### config.mk
export PLATFORM = sky130hd
export DESIGN_NAME = dmem_port_arbiter
export DESIGN_NICKNAME = d
export VERILOG_FILES = /design/src/rtl/dmem_port_arbiter.sv
export SDC_FILE = /design/constraint.sdc
export NUM_CORES = 1
export LEC_CHECK = 0
export CELL_PAD_IN_SITES_DETAIL_PLACEMENT = 1
export CELL_PAD_IN_SITES_GLOBAL_PLACEMENT = 1
export CORE_UTILIZATION = 17
export CTS_CLUSTER_SIZE = 14
export DETAILED_ROUTE_END_ITERATION = 7
export PLACE_DENSITY_LB_ADDON = 0.1
export SLEW_MARGIN = 15
export SYNTH_ARGS = -nofsm -noshare
export SYNTH_HDL_FRONTEND = slang
export SYNTH_SLANG_ARGS = --single-unit
### constraint.sdc
create_clock -name clk -period 2.3 [get_ports clk]
set_input_delay 0.345 -clock clk [delete_from_list [all_inputs] [get_ports clk]]
set_output_delay 0.345 -clock clk [all_outputs]
set_load 0.01 [all_outputs]
### src/rtl/dmem_port_arbiter.sv
// dmem_port_arbiter: shares the single data-memory port between the CPU MEM
// stage and an auxiliary DMA/loader port.
//  - The CPU normally wins. A DMA request that is denied MAX_WAIT times in a
//    row is forced through on the next cycle.
//  - A DMA grant with dma_lock=1 keeps the port for the following cycles
//    until the burst ends.
//  - Optional feature macro DMEM_ARB_STATS_EN adds grant/stall counters.
module dmem_port_arbiter #(
  parameter int AW       = 32,
  parameter int DW       = 32,
  parameter int MAX_WAIT = 4
) (
  input  logic          clk,
  input  logic          reset,
  input  logic          cpu_req,
  input  logic [1:0]    cpu_we,
  input  logic [AW-1:0] cpu_a,
  input  logic [DW-1:0] cpu_wd,
  output logic [DW-1:0] cpu_rd,
  output logic          cpu_stall,
  input  logic          dma_req,
  input  logic          dma_lock,
  input  logic [1:0]    dma_we,
  input  logic [AW-1:0] dma_a,
  input  logic [DW-1:0] dma_wd,
  output logic          dma_gnt,
  output logic [DW-1:0] dma_rd,
  output logic          dma_rvalid,
  output logic [1:0]    mem_we,
  output logic [AW-1:0] mem_a,
  output logic [DW-1:0] mem_wd,
`ifdef DMEM_ARB_STATS_EN
  output logic [31:0]   cpu_gnt_cnt,
  output logic [31:0]   dma_gnt_cnt,
  output logic [31:0]   stall_cnt,
`endif
  input  logic [DW-1:0] mem_rd
);

  localparam int WW = $clog2(MAX_WAIT + 1);

  typedef enum logic {S_CPU, S_DMA} state_t;

  state_t        state, state_next;
  logic [WW-1:0] wait_cnt;
  logic          wait_full;
  logic          cpu_gnt;

  assign wait_full = (wait_cnt == WW'(MAX_WAIT));

  // Owner state register; reset always returns the port to the CPU.
  always_ff @(posedge clk) begin
    if (reset) state <= S_CPU;
    else       state <= state_next;
  end

  // Next owner: enter a burst on a locked DMA grant, leave when the DMA
  // drops its request or takes an unlocked grant.
  always_comb begin
    state_next = state;
    case (state)
      S_CPU: if (dma_gnt && dma_lock) state_next = S_DMA;
      S_DMA: if (!dma_req || (dma_gnt && !dma_lock)) state_next = S_CPU;
      default: state_next = S_CPU;
    endcase
  end

  // Grant decision and port muxing; nothing is granted while in reset so a
  // pending store is dropped.
  always_comb begin
    cpu_gnt = 1'b0;
    dma_gnt = 1'b0;
    if (!reset) begin
      case (state)
        S_CPU: begin
          if (cpu_req && !(dma_req && wait_full)) cpu_gnt = 1'b1;
          else if (dma_req)                       dma_gnt = 1'b1;
        end
        S_DMA: begin
          if (dma_req)      dma_gnt = 1'b1;
          else if (cpu_req) cpu_gnt = 1'b1;
        end
        default: ;
      endcase
    end
    cpu_stall = cpu_req && dma_gnt;
    mem_we    = 2'b00;
    mem_a     = '0;
    mem_wd    = '0;
    if (cpu_gnt) begin
      mem_we = cpu_we;
      mem_a  = cpu_a;
      mem_wd = cpu_wd;
    end else if (dma_gnt) begin
      mem_we = dma_we;
      mem_a  = dma_a;
      mem_wd = dma_wd;
    end
  end

  // The CPU sees dmem read data directly; it discards it while stalled.
  assign cpu_rd = mem_rd;

  // Starvation counter: counts consecutive denied DMA cycles, saturating.
  always_ff @(posedge clk) begin
    if (reset || !dma_req || dma_gnt) wait_cnt <= '0;
    else if (!wait_full)              wait_cnt <= wait_cnt + WW'(1);
  end

  // Capture DMA load data at the end of its grant cycle.
  always_ff @(posedge clk) begin
    if (reset) begin
      dma_rd     <= '0;
      dma_rvalid <= 1'b0;
    end else if (dma_gnt && dma_we == 2'b00) begin
      dma_rd     <= mem_rd;
      dma_rvalid <= 1'b1;
    end else begin
      dma_rvalid <= 1'b0;
    end
  end

`ifdef DMEM_ARB_STATS_EN
  // Free-running usage counters, wrapping at 2^32.
  always_ff @(posedge clk) begin
    if (reset) begin
      cpu_gnt_cnt <= '0;
      dma_gnt_cnt <= '0;
      stall_cnt   <= '0;
    end else begin
      if (cpu_gnt)   cpu_gnt_cnt <= cpu_gnt_cnt + 32'd1;
      if (dma_gnt)   dma_gnt_cnt <= dma_gnt_cnt + 32'd1;
      if (cpu_stall) stall_cnt   <= stall_cnt + 32'd1;
    end
  end
`endif

endmodule

==> summary.md <==
| Metric | Value |
|---|---|
| Status | `completed` |
| Via count | `3064` |
| Post-Synthesis Cell Area | `2510 um^2` |
| Worst Path Arrival | `1860 ps` |
| Crit end category | `output pin` |
| Hold_buf cts | `0` |
| Cell Pwr Density | `398 nW/um^2` |
| Max cap viols | `0` |
| Crit path time final | `2200 ps` |
| CTS max path bufs | `2` |
| Pin count of the biggest net entering global routing | `35` |
| Crit Path Category | `reg -> out` |
| Setup-failing EPs final | `0` |
| Setup TNS | `0 ps` |
| N_diodes | `0` |
| Root Buffer | `clkbuf_16` |
| Detail Route Antenna Nets | `0` |
| Initial DRT Pass Iterations | `4` |
| Die area | `15200 um^2` |
| Nets | `697` |
| Vias per inst | `4.31` |
| RePlAce Congestion | `0.891` |
| Total Routing Usage GR | `17.0%` |
| Crit-path max cell delay | `340 ps` |
| Crit path max-delay cell type | `dfxtp_2` |
| Tcrit/Tclk final | `95.8%` |
| Seq cells post-synth | `37` |
| Die width | `123 um` |
| Critical-path cell list | `inv_2 -> ha_4 -> a21oi_2 -> buf_4 -> a21oi_4 -> buf_12 -> buf_6 -> buf_16 -> a22o_1 -> buf_2` |
| CTS tree | `built` |
| Peak supply drop | `0.000227 V` |
| PortBufs | `301` |
| RSZ-0062 raised after global routing | `no` |
| GRT overflow | `0` |
| Critical path peak fanout | `16` |
| Number of distinct library cells after synthesis | `24` |
| Setup Skew | `9.25 ps` |
| Critical Path RT | `1960 ps` |
| Die H | `123 um` |
| Drt wl/cell | `19.0 um` |
| Slew Viols, Final | `0` |
| Num CTS Buffers | `5` |
| Ranking of synthesized cells by area | `dfxtp_1 30%, a22o_1 23%, mux2_4 17%, buf_4 10%, nor2b_1 8.2%` |
| First-pass GRT wire length | `18900 um` |
| Layout cell share with drive strength beyond 1 | `27.1%` |
| Initial antenna violation count | `1` |
| Worst setup SP type | `flop` |
| Vias in the first global route | `3162` |
| Area leader, netlist | `dfxtp_1` |
| Post-Route WL | `13500 um` |
| Mean post-synth cell area | `10.3 um^2` |
| Worst-Skew Late Latency | `290 ps` |
| Drt drc | `0` |
| Row Count | `44` |
| Final Util | `38.9%` |
| Starting Density | `17.3%` |
| IO Pins | `302` |
| Area Growth Syn to Fin | `125%` |
| Core Region | `14500 um^2` |
| Hold Fails Final Rpt | `0` |
| Actual slew at the worst max-slew pin | `405 ps` |
| CTS H-tree depth | `2` |
| Cells after synthesis | `244` |
| CTS sink cnt | `37` |
| Seq/Total Area, Yosys | `29.5%` |
| Hold WC Path Type | `reg -> reg` |
| Synth warn | `0` |
| DR iter-0 viols | `72` |
| Leak | `2.47 nW` |
| Fmax | `454 MHz` |
| Synth top area share | `29.5%` |
| CTS clk-pin slew, worst paths | `60 ps` |
| Synthesized Nets | `415` |
| Hpwl dp | `10400 um` |
| Worst rel slew slack | `72.3%` |
| Layout fillers | `1658` |
[worst max-delay path: cells and delay by family (launching register included)]
kind / cells / cell delay (ps)
buf+inv: 6 / 720
fa+ha+maj: 1 / 160
compound gates: 3 / 350
flops: 1 / 340
[cells in the mapped netlist]
cell / instances
nand2_1: 2
clkbuf_1: 8
nand3_1: 1
a21boi_2: 1
nor2_1: 3
nor4b_2: 1
o21ai_2: 1
buf_6: 3
inv_1: 5
mux2_2: 3
and3b_1: 1
a21oi_2: 1
ha_1: 2
buf_4: 35
a22o_1: 66
buf_2: 6
a2111oi_0: 1
mux2_4: 29
a21o_1: 1
nor2b_1: 33
a21oi_1: 1
nand2b_1: 1
nor3_1: 2
dfxtp_1: 37
[final cells by class]
type,instances,area (um^2),share of cell area (%)
multi-input cells,150,1430,25.4
repair buffers,327,3040,53.8
clock buffers,6,139,2.46
clock inverters,2,37.5,0.666
well taps,184,230,4.08
flip-flops and latches,37,743,13.2
inverters,5,18.8,0.333
[final timing paths]
path / start / endpoint / slack [ps] / cells past startpoint
hold reg to reg: state / wait_cnt[1] / 490 / 1
hold / removal: state / wait_cnt[1] / 490 / 1
setup reg to reg: wait_cnt[1] / dma_rd[0] / 390 / 8
setup / recovery: wait_cnt[1] / mem_wd[28] / 100 / 10
[flip-flops by register name, indices dropped and copies added (netlist names)]
| name | cells |
|---|---|
| dma_rvalid | 1 |
| wait_cnt | 3 |
| state | 1 |
| dma_rd | 32 |
[per-layer routing]
layer	routed length (um)	track usage [%]
met1	5020	18.0
met2	6810	31.3
met3	1390	6.09
met4	289	5.35
met5	13	0
[power by group]
| part | total (mW) | switching, mW | internal, mW |
|---|---|---|---|
| sequential | 0.663 | 0.00717 | 0.656 |
| clock | 0.814 | 0.273 | 0.541 |
| combinational | 0.766 | 0.268 | 0.498 |
| total | 2.24 | 0.548 | 1.69 |
[placed cells by master, fill, tap and decap left out, drive strengths merged]
cell           count
nand2b             1
buf               58
nand3              1
clkdlybuf4s50    233
mux2              32
a21oi              2
clkbuf            40
dfxtp             37
a21boi             1
nor2b             33
a2111oi            1
ha                 2
inv                5
clkinvlp           1
nor4b              1
bufinv             1
a22o              66
dlygate4sd2        2
nor2               3
nor3               2
a21o               1
o21ai              1
nand2              2
and3b              1
[metrics by stage]
step | power, mW | instances | area [um^2] | hold WS (ps) | setup slack [ps]
2_1_floorplan | 0.931 | 244 | 2510 | 417 | 426
3_3_place_gp | 1.48 | 693 | 5600 | 454 | -307
3_5_place_dp | 1.48 | 693 | 5600 | 480 | -329
4_1_cts | 2.31 | 712 | 5810 | 497 | 0.314
5_1_grt | 2.36 | 711 | 5640 | 510 | 6.73
6_report | 2.24 | 711 | 5640 | 487 | 96.1
[kinds of logic after synthesis]
family	Yosys count	share of synthesized area, %
adder cells (fa/ha/maj)	2	0.997
flip-flops	37	29.5
AND/OR/NAND/NOR	44	10.8
AO/OA/AOI/OAI	72	25.0
buffers and inverters	57	15.0
multiplexers	32	18.7
[repair_timing]
action                                  CTS  global route
setup buffers                             7             0
gates cloned                              4             0
resized for setup                       180            66
endpoints found under the setup margin   68            47
pin swaps                                 4             3
(Power assumes the default switching activity.)
